===== src/rtl/vortex_ctrl_sequencer.sv =====
// vortex_ctrl_sequencer: AXI4-Lite master that launches one Vortex AFU kernel
// per command. It writes the argument registers, sets ap_start, polls ap_ctrl
// until ap_done (or a timeout), then returns a status on the rsp handshake.
//
// Build option VORTEX_CTRL_SEQ_IRQ_EN: adds the interrupt input. GIE and IER
// are written before the arguments, POLL_WAIT waits for interrupt instead of
// a fixed interval, and the ISR is cleared after done.
//
// state       | meaning
// ------------+-----------------------------------------------------------
// S_IDLE      | ready for a command (cmd_rdy = 1)
// S_WR_ADDR   | AW and W issued together, each drops on its own handshake
// S_WR_RESP   | waiting for B; selects next write, polling or error
// S_POLL_WAIT | gap before the next status read (interval or interrupt)
// S_RD_ADDR   | AR to ap_ctrl outstanding
// S_RD_RESP   | waiting for R; done -> finish, else poll again
// S_RESP      | rsp_val held with a stable status until rsp_rdy
module vortex_ctrl_sequencer #(
  parameter int                ADDR_W        = 8,
  parameter int                DATA_W        = 32,
  parameter int                NUM_ARGS      = 4,
  parameter logic [ADDR_W-1:0] CTRL_ADDR     = 8'h00,
  parameter logic [ADDR_W-1:0] ARG_BASE      = 8'h10,
  parameter int                POLL_INTERVAL = 16,
  parameter int                TIMEOUT_W     = 24
) (
  input  logic                       sys_clk,
  input  logic                       sys_rst_n,
  input  logic                       cmd_val,
  output logic                       cmd_rdy,
  input  logic [NUM_ARGS*DATA_W-1:0] cmd_args,
  output logic                       rsp_val,
  input  logic                       rsp_rdy,
  output logic [1:0]                 rsp_status,
  output logic                       busy,
`ifdef VORTEX_CTRL_SEQ_IRQ_EN
  input  logic                       interrupt,
`endif
  output logic                       m_axi_ctrl_awvalid,
  input  logic                       m_axi_ctrl_awready,
  output logic [ADDR_W-1:0]          m_axi_ctrl_awaddr,
  output logic                       m_axi_ctrl_wvalid,
  input  logic                       m_axi_ctrl_wready,
  output logic [DATA_W-1:0]          m_axi_ctrl_wdata,
  output logic [DATA_W/8-1:0]        m_axi_ctrl_wstrb,
  input  logic                       m_axi_ctrl_bvalid,
  output logic                       m_axi_ctrl_bready,
  input  logic [1:0]                 m_axi_ctrl_bresp,
  output logic                       m_axi_ctrl_arvalid,
  input  logic                       m_axi_ctrl_arready,
  output logic [ADDR_W-1:0]          m_axi_ctrl_araddr,
  input  logic                       m_axi_ctrl_rvalid,
  output logic                       m_axi_ctrl_rready,
  input  logic [DATA_W-1:0]          m_axi_ctrl_rdata,
  input  logic [1:0]                 m_axi_ctrl_rresp
);

`ifdef VORTEX_CTRL_SEQ_IRQ_EN
  localparam int PRE_WR = 2;
`else
  localparam int PRE_WR = 0;
`endif
  // Write steps: [GIE, IER,] args 0..NUM_ARGS-1, ap_start, [ISR clear]
  localparam int START_STEP = PRE_WR + NUM_ARGS;
  localparam int ISR_STEP   = START_STEP + 1;
  localparam int STEP_W     = $clog2(ISR_STEP + 1);
  localparam int PCNT_W     = $clog2(POLL_INTERVAL + 1);

  typedef enum logic [2:0] {
    S_IDLE, S_WR_ADDR, S_WR_RESP, S_POLL_WAIT, S_RD_ADDR, S_RD_RESP, S_RESP
  } state_t;

  state_t                     state_q, state_d;
  logic [STEP_W-1:0]          step_q, step_d;
  logic                       awv_q, awv_d, wv_q, wv_d, arv_q, arv_d;
  logic [1:0]                 status_q, status_d;
  logic [TIMEOUT_W-1:0]       tmo_q, tmo_d;
  logic [PCNT_W-1:0]          pcnt_q, pcnt_d;
  logic [NUM_ARGS*DATA_W-1:0] args_q, args_d;
  logic [ADDR_W-1:0]          wr_addr;
  logic [DATA_W-1:0]          wr_data;
  logic                       tmo_sat;
  int                         arg_i;
  logic                       unused_rdata;

  assign tmo_sat      = &tmo_q;
  assign unused_rdata = ^{m_axi_ctrl_rdata[DATA_W-1:2], m_axi_ctrl_rdata[0]};

  // Decode the current write step into its target register and data word
  always_comb begin
    arg_i   = int'(step_q) - PRE_WR;
    wr_addr = CTRL_ADDR;
    wr_data = DATA_W'(1);
    if (arg_i >= 0 && arg_i < NUM_ARGS) begin
      wr_addr = ARG_BASE + ADDR_W'(4 * arg_i);
      wr_data = args_q[arg_i*DATA_W +: DATA_W];
    end
`ifdef VORTEX_CTRL_SEQ_IRQ_EN
    else if (step_q == STEP_W'(0)) wr_addr = ADDR_W'(8'h04);
    else if (step_q == STEP_W'(1)) wr_addr = ADDR_W'(8'h08);
    else if (int'(step_q) == ISR_STEP) wr_addr = ADDR_W'(8'h0C);
`endif
  end

  // Next-state, channel valids, timers and status
  always_comb begin
    state_d  = state_q;
    step_d   = step_q;
    awv_d    = awv_q;
    wv_d     = wv_q;
    arv_d    = arv_q;
    status_d = status_q;
    tmo_d    = tmo_q;
    pcnt_d   = pcnt_q;
    args_d   = args_q;
    if ((state_q inside {S_POLL_WAIT, S_RD_ADDR, S_RD_RESP}) && !tmo_sat)
      tmo_d = tmo_q + 1'b1;
    case (state_q)
      S_IDLE: if (cmd_val) begin
        args_d  = cmd_args;
        step_d  = '0;
        awv_d   = 1'b1;
        wv_d    = 1'b1;
        state_d = S_WR_ADDR;
      end
      S_WR_ADDR: begin
        if (awv_q && m_axi_ctrl_awready) awv_d = 1'b0;
        if (wv_q && m_axi_ctrl_wready)   wv_d  = 1'b0;
        if (!awv_d && !wv_d) state_d = S_WR_RESP;
      end
      S_WR_RESP: if (m_axi_ctrl_bvalid) begin
        if (m_axi_ctrl_bresp != 2'b00) begin
          status_d = 2'b01;
          state_d  = S_RESP;
        end else if (int'(step_q) < START_STEP) begin
          step_d  = step_q + 1'b1;
          awv_d   = 1'b1;
          wv_d    = 1'b1;
          state_d = S_WR_ADDR;
        end else if (int'(step_q) == START_STEP) begin
          tmo_d   = '0;
          pcnt_d  = PCNT_W'(POLL_INTERVAL - 1);
          state_d = S_POLL_WAIT;
        end else begin
          // ISR clear completed
          status_d = 2'b00;
          state_d  = S_RESP;
        end
      end
      S_POLL_WAIT: begin
        if (tmo_sat) begin
          status_d = 2'b10;
          state_d  = S_RESP;
        end
`ifdef VORTEX_CTRL_SEQ_IRQ_EN
        else if (interrupt) begin
          arv_d   = 1'b1;
          state_d = S_RD_ADDR;
        end
`else
        else if (pcnt_q == '0) begin
          arv_d   = 1'b1;
          state_d = S_RD_ADDR;
        end else begin
          pcnt_d = pcnt_q - 1'b1;
        end
`endif
      end
      S_RD_ADDR: if (m_axi_ctrl_arready) begin
        arv_d   = 1'b0;
        state_d = S_RD_RESP;
      end
      S_RD_RESP: if (m_axi_ctrl_rvalid) begin
        if (m_axi_ctrl_rresp != 2'b00) begin
          status_d = 2'b01;
          state_d  = S_RESP;
        end else if (m_axi_ctrl_rdata[1]) begin
`ifdef VORTEX_CTRL_SEQ_IRQ_EN
          step_d  = STEP_W'(ISR_STEP);
          awv_d   = 1'b1;
          wv_d    = 1'b1;
          state_d = S_WR_ADDR;
`else
          status_d = 2'b00;
          state_d  = S_RESP;
`endif
        end else begin
          pcnt_d  = PCNT_W'(POLL_INTERVAL - 1);
          state_d = S_POLL_WAIT;
        end
      end
      S_RESP: if (rsp_rdy) state_d = S_IDLE;
      default: state_d = S_IDLE;
    endcase
  end

  // State and datapath registers
  always_ff @(posedge sys_clk or negedge sys_rst_n) begin
    if (!sys_rst_n) begin
      state_q  <= S_IDLE;
      step_q   <= '0;
      awv_q    <= 1'b0;
      wv_q     <= 1'b0;
      arv_q    <= 1'b0;
      status_q <= 2'b00;
      tmo_q    <= '0;
      pcnt_q   <= '0;
      args_q   <= '0;
    end else begin
      state_q  <= state_d;
      step_q   <= step_d;
      awv_q    <= awv_d;
      wv_q     <= wv_d;
      arv_q    <= arv_d;
      status_q <= status_d;
      tmo_q    <= tmo_d;
      pcnt_q   <= pcnt_d;
      args_q   <= args_d;
    end
  end

  // cmd_rdy is gated by reset so it reads 0 while reset is held
  assign cmd_rdy            = (state_q == S_IDLE) && sys_rst_n;
  assign busy               = (state_q != S_IDLE);
  assign rsp_val            = (state_q == S_RESP);
  assign rsp_status         = status_q;
  assign m_axi_ctrl_awvalid = awv_q;
  assign m_axi_ctrl_awaddr  = awv_q ? wr_addr : '0;
  assign m_axi_ctrl_wvalid  = wv_q;
  assign m_axi_ctrl_wdata   = wv_q ? wr_data : '0;
  assign m_axi_ctrl_wstrb   = '1;
  assign m_axi_ctrl_bready  = (state_q == S_WR_RESP);
  assign m_axi_ctrl_arvalid = arv_q;
  assign m_axi_ctrl_araddr  = arv_q ? CTRL_ADDR : '0;
  assign m_axi_ctrl_rready  = (state_q == S_RD_RESP);

endmodule


===== config.mk =====
export PLATFORM = sky130hd
export DESIGN_NAME = vortex_ctrl_sequencer
export DESIGN_NICKNAME = d
export VERILOG_FILES = /design/src/rtl/vortex_ctrl_sequencer.sv
export SDC_FILE = /design/constraint.sdc
export NUM_CORES = 1
export LEC_CHECK = 0
export BUFFER_PORTS_ARGS = -buffer_cell sky130_fd_sc_hd__buf_2
export CAP_MARGIN = 20
export CORE_ASPECT_RATIO = 1.25
export CORE_UTILIZATION = 25
export DETAILED_ROUTE_END_ITERATION = 10
export GPL_TIMING_DRIVEN = 0
export PLACE_DENSITY = 0.5
export SYNTH_ARGS = -nofsm -noshare
export SYNTH_HDL_FRONTEND = slang
export SYNTH_SLANG_ARGS = --single-unit

===== constraint.sdc =====
create_clock -name sys_clk -period 3 [get_ports sys_clk]
set_clock_uncertainty 0.15 [all_clocks]
set_input_delay 0.15 -clock sys_clk [delete_from_list [all_inputs] [get_ports sys_clk]]
set_output_delay 0.15 -clock sys_clk [all_outputs]
set_load 0.005 [all_outputs]

==> impl_metrics.csv, run 1 <==
group,metric,value,unit
setup_path,worstSetupPathType,"flip-flop to flip-flop",
final_layout,layout-drive-gt1-share,42.36,%
clocking,cts_buffers,17,
sta,hold_viol,0,
clocking,root_buffer,"clkbuf_16",
yosys,postSynthCellCount,641,
die,core-area,32590,µm²
yosys,synthTopCellsByArea,"dfrtp_1 51%, mux2_2 18%, mux4_2 8.7%",
status,status,"finished clean",
setup_path,reg2reg_slack,190,ps
yosys,synth_top_area_share,50.86,%
die,chipWidth,164.6,µm
sta,holdWs,73.22,ps
setup_path,cp.required,3220,ps
setup_path,path_max_fanout,10,
yosys,seq_area_frac_synth,50.86,%
min_path,hp-class,"primary input to flip-flop",
min_path,holdPathStages,4,
yosys,syn_avg_cell_area,12.89,µm²
final_layout,fillCellCount,3257,
setup_path,endpoint_kind,"flip-flop",
sta,fin_ws,185.7,ps
yosys,syn_area,8265,µm²
sta,fin_crit,2814,ps
pwr,leakage,0.005110,µW
route,drt_first_iter_violations,270,
clocking,tritoncts,"built",
pwr,p_per_area,919.7,nW/µm²
setup_path,startpoint_type,"flip-flop",
die,die_y,205.3,µm
min_path,min-delay-start,"m_axi_ctrl_bresp[0]",
global_route,grt_overflow_total,0,
global_route,grt_pass1_wl,36.64,mm
die,rows,74,
global_route,grt_pass1_vias,6604,
pwr,totalPowerFinal,10840,µW
setup_path,crit_arrival,3030,ps
yosys,synth_area_leader_cell,"dfrtp_1",
yosys,ys_types,58,
pwr,irDropWorstVdd,0.0003813,V
placement,dp_slack,-284.9,ps
global_route,antenna_found_initial,1,
global_route,grt_max_degree,98,
clocking,clockBufferDepth,2,
final_layout,syn2layout_area_growth,42.60,%
run,maxCapViolCount,0,
route,drt-pass1-iter-count,4,
clocking,insertion_delay,430,ps
die,pin_count,235,
setup_path,worstReg2RegEnd,"pcnt_q[4]",
sta,slew_viol_final,0,
placement,gp_congestion,0.7849,
route,wl_per_cell,16.43,µm
setup_path,r2r_start,"step_q[0]",
yosys,synthAdderAreaFrac,0.7569,%
setup_path,reg2reg_depth,10,
min_path,holdPathEnd,"rsp_status[0]",
sta,timing.fmax,0.3553,GHz
yosys,yosys.area_share.simple,10.73,%
clocking,cts.clk_slew.worst_paths,70,ps
clocking,clock_sinks,168,
clocking,htreeDepth,4,
yosys,synth.area.mux_share,26.67,%
route,drcViolationCount,0,
global_route,grt.total_usage,14.28,%
route,via_per_inst,4.574,
yosys,synth_compound_area_share,6.373,%
sta,tightest_slew,933.9,ps
sta,max-slew-margin-rel,36.86,%
yosys,synthFlopType,"dfrtp_1",
final_layout,final_net_count,1173,
placement,dp_hpwl,16.39,mm
yosys,yosys_register_bits,168,
route,via_count,6527,
yosys,synth_common_cells,"168 x dfrtp_1, 130 x mux2_2, 36 x nor2b_1",
yosys,synth_edf_count,0,
sta,fin_crit_sh,93.81,%
yosys,synth_top_family_by_area,"multiplexers",
sta,rsz0062_at_grt,"no",
yosys,synthArstFlopShare,100.0,%
die,die-area,33800,µm²
placement,io_buffers,186,
yosys,yosysMostFrequentCell,"dfrtp_1",
sta,setup_viol,0,
yosys,yosys_warnings,0,
die,initial_utilization,25.36,%
route,final_antenna_net_count,0,
yosys,synth_xor_area_share,0.3179,%
route,drt_wl_total,23.45,mm
==> cells by family (layout without fill, tap and decap cells) <==
kind of cell,Yosys count,count (layout)
XOR/XNOR,3,3
AO/OA/AOI/OAI,83,83
flip-flops,168,168
multiplexers,164,164
buffers and inverters,65,417
AND/OR/NAND/NOR,151,151
other,2,18
adder cells (fa/ha/maj),5,5
==> worst max path at each step <==
stage	startpoint	to	slack, ps	cells past startpoint
after global placement	sys_rst_n	args_q[120]	-1380	1
after global routing	state_q[2]	args_q[60]	20	6
after CTS	step_q[1]	pcnt_q[4]	-4	10
final	step_q[0]	pcnt_q[4]	190	10
after floorplan	step_q[0]	pcnt_q[4]	440	10
after detailed placement	step_q[1]	tmo_q[12]	-280	8
==> final cells by class <==
cell class	count	area (µm²)	area share (%)
clock buffers	20	456.7	3.875
flip-flops and latches	168	4204	35.67
plain buffers	53	312.8	2.654
inverters	11	41.29	0.3503
multi-input cells	423	3771	32.00
clock inverters	12	165.2	1.401
well taps	418	523.0	4.437
repair buffers	321	2310	19.60
diodes	1	2.502	0.02123
==> timing repair <==
item	4_1_cts	5_1_grt
setup endpoints to repair	61	13
gates cloned	0	0
hold buffers	134	0
buffers inserted	0	0
endpoints found under the hold margin	203	0
resized for setup	4	3
==> cells in the final DEF (no fill, tap or decap), types with 5 or more instances in the layout <==
master / count
clkbuf_1: 13
buf_4: 20
conb_1: 17
nand2_1: 24
and3_1: 5
inv_1: 11
and4_1: 6
clkbuf_16: 17
nand3_1: 12
o21ai_0: 17
nor2b_1: 36
nor3_1: 10
ha_1: 5
or4_1: 7
buf_2: 204
nand4_1: 5
mux2_2: 130
dlygate4sd3_1: 134
a21oi_1: 27
nor2_1: 13
dfrtp_1: 168
or3_1: 11
mux4_2: 32
o31ai_1: 11
and2_1: 5
==> critical path, cell delays in order (launching register included) <==
cell and delay [ps]:
dfrtp_1 410, buf_2 230, buf_6 200, inv_1 170, ha_1 190, and4bb_2 270, nor2b_1 50, or3_1 350
buf_2 170, or4b_1 470, nand3_1 90
==> power breakdown <==
| part | internal (µW) | switching, µW | total, µW |
|---|---|---|---|
| clock | 1370 | 966 | 2340 |
| combinational | 2570 | 1980 | 4550 |
| sequential | 3340 | 615 | 3950 |
| total | 7280 | 3560 | 10800 |
==> metrics by stage <==
| stage | util (%) | cell area, µm² | cells | TNS [ps] |
|---|---|---|---|---|
| finish | 36.16 | 11790 | 1427 | 0 |
| CTS | 36.16 | 11780 | 1427 | -3.804 |
| floorplan | - | 8322 | 656 | 0 |
| global placement | 29.99 | 9776 | 1260 | -234700 |
| global route | 36.16 | 11790 | 1427 | 0 |
| detailed placement | 30.11 | 9813 | 1261 | -5451 |
==> state kept, by name (all words and copies together) (netlist names) <==
name                count
tmo_q                  24
m_axi_ctrl_awvalid      1
m_axi_ctrl_arvalid      1
rsp_status              2
args_q                128
m_axi_ctrl_wvalid       1
pcnt_q                  5
step_q                  3
state_q                 3
==> layer usage <==
layer	up-vias	track usage [%]	wire length [µm]
met5	-	0	0
met1	3309	17.40	9963
met4	0	4.063	289
li1	3052	-	-
met2	148	24.92	12220
met3	18	3.265	978
Note: power is estimated with default switching activity, not from simulation.
==> run 2: changes to the inputs <==
--- a/config.mk
+++ b/config.mk
@@ -7,8 +7,9 @@
 export LEC_CHECK = 0
 export BUFFER_PORTS_ARGS = -buffer_cell sky130_fd_sc_hd__buf_2
 export CAP_MARGIN = 20
-export CORE_ASPECT_RATIO = 1.25
+export CORE_ASPECT_RATIO = 0.7
 export CORE_UTILIZATION = 25
+export CTS_CLUSTER_SIZE = 12
 export DETAILED_ROUTE_END_ITERATION = 10
 export GPL_TIMING_DRIVEN = 0
 export PLACE_DENSITY = 0.5
==> impl_metrics.csv, run 2 (synthesized netlist as in run 1, its figures left out) <==
group,metric,value,unit
die,initial_utilization,25.50,%
setup_path,reg2reg_depth,6,
sta,tns,0,ps
final_layout,final_net_count,1173,
setup_path,startpoint_type,"flip-flop",
global_route,grt.total_usage,15.51,%
sta,max-slew-margin-rel,39.30,%
route,via_count,6459,
pwr,power.switching,3660,µW
placement,dp_hpwl,17.23,mm
final_layout,top_regs,"args_q: 128 flops, tmo_q: 24 flops, pcnt_q: 5 flops",
clocking,tritoncts,"built",
global_route,grt_pass1_vias,6664,
clocking,htreeDepth,4,
final_layout,layout-drive-gt1-share,42.56,%
sta,timing.fmax,0.3610,GHz
min_path,hp-class,"primary input to flip-flop",
final_layout,syn2layout_area_growth,42.37,%
clocking,root_buffer,"clkbuf_16",
die,pin_count,235,
final_layout,fillCellCount,3235,
pwr,leakage,0.005085,µW
placement,io_buffers,186,
sta,tightest_slew,903.6,ps
route,drcViolationCount,0,
final_layout,largest_reg_flops,128,
pwr,swShare,33.83,%
setup_path,slowest_delay,450,ps
clocking,insertion_delay,440,ps
pwr,p_clk_share,21.0,%
final_layout,layout_common_cells,"202 x buf_2, 167 x dfrtp_1, 134 x dlygate4sd3_1",
route,wl_per_cell,17.37,µm
route,via_per_inst,4.501,
route,drt_first_iter_violations,301,
die,chipWidth,219.3,µm
sta,hold_viol,0,
route,drt_wl_total,24.93,mm
clocking,cts_buffers,17,
final_layout,seq_area,4205,µm²
die,die_y,154.1,µm
pwr,irDropWorstVdd,0.0005062,V
sta,fin_ws,229.8,ps
sta,setup_viol,0,
placement,dp_slack,-303.4,ps
die,core-area,32410,µm²
final_layout,final_util,36.31,%
setup_path,cp_common_cell,"buf_2",
clocking,clockBufferDepth,2,
die,die-area,33800,µm²
sta,fin_crit,2770,ps
sta,fin_crit_sh,92.34,%
min_path,holdPathStages,4,
final_layout,multi_input_area,3771,µm²
final_layout,final_area,11770,µm²
setup_path,slowest_stage,"dfrtp_1",
global_route,antenna_found_initial,0,
setup_path,cp.required,3180,ps
die,rows,55,
pwr,combPwrFrac,42.2,%
setup_path,crit_chain,"clkbuf_1 -> nor3_1 -> and2_1 -> buf_2 -> buf_2 -> mux2_2",
final_layout,diodes,0,
pwr,power.share.sequential,36.7,%
pwr,p_int,7160,µW
route,drt-pass1-iter-count,4,
setup_path,crit_arrival,2950,ps
setup_path,reg2reg_slack,230,ps
sta,slew_viol_final,0,
pwr,totalPowerFinal,10820,µW
clocking,clock_sinks,168,
setup_path,worstSetupPathType,"flip-flop to flip-flop",
run,maxCapViolCount,0,
setup_path,path_max_fanout,10,
clocking,post-cts-setup-buffer-count,0,
pwr,p_per_area,919.5,nW/µm²
global_route,grt_pass1_wl,39.16,mm
route,final_antenna_net_count,0,
global_route,grt_overflow_total,0,
status,status,"finished clean",
final_layout,largest-register,"args_q",
placement,gp_congestion,0.7933,
setup_path,endpoint_kind,"flip-flop",
clocking,cts.clk_slew.worst_paths,70,ps
final_layout,mostFrequentLayoutCell,"buf_2",
global_route,grt_max_degree,91,
sta,rsz0062_at_grt,"no",
placement,dpl_cell_area,9829,µm²
-- run 2: cell count changes in the layout (fill, tap and decap cells not counted), sizes merged --
cell and delta:
diode -1, clkinvlp +2, buf -2, inv +3, bufinv -1, clkinv -2
-- run 2: repair_timing --
action / CTS / global route
resized for setup: 3 / 6
endpoints found under the hold margin: 210 / 0
setup endpoints to repair: 33 / 136
hold buffers: 134 / 0
pin swaps: 0 / 0
-- run 2: area by class of cell --
class                   instances  area share [%]
repair buffers                322           19.67
multi-input cells             423           32.05
flip-flops and latches        168           35.74
inverters                      11          0.3509
clock inverters                14           1.372
well taps                     427           4.540
plain buffers                  52           2.637
clock buffers                  18           3.647
-- run 2: critical path, delay by kind of cell (launching register included) --
kind                   cells  cell delay, ps
and+or+nand+nor            2             700
DFF                        1             450
buffers and inverters      3             970
muxes                      1             380
-- run 2: worst paths after layout --
| check | start | to |
|---|---|---|
| max | state_q[2] | args_q[36] |
| min | m_axi_ctrl_bresp[0] | rsp_status[0] |
| max reg2reg | state_q[2] | args_q[36] |
| min reg2reg | args_q[72] | args_q[72] |
| max in group asynchronous | sys_rst_n | args_q[70] |
| min in group asynchronous | sys_rst_n | args_q[125] |
-- run 2: metrics by stage --
step                hold WS [ps]  cells
floorplan                 -295.6    656
global placement           231.8   1269
detailed placement         48.45   1271
CTS                        52.66   1437
global route               129.9   1435
finish                     82.01   1435
-- run 2: metal layers --
layer  vias to the layer above  part of all wire, %  wire [µm]  GRT usage [%]
li1                       3057                    -          -              -
met1                      3251                   49      12180          21.60
met2                       134                   46      11390          23.79
met3                        17                  4.2       1045          3.877
met4                         0                  1.3        318          4.200
met5                         -                    0          0              0
-- run 2: power groups by stage --
stage               registers [µW]  logic, µW  clock network [µW]
global route                  4150       5040                2450
detailed placement            3980       4550                   0
finish                        3970       4570                2280
global placement              3970       4480                   0
CTS                           3940       4710                2360
floorplan                     3770       3150                   0
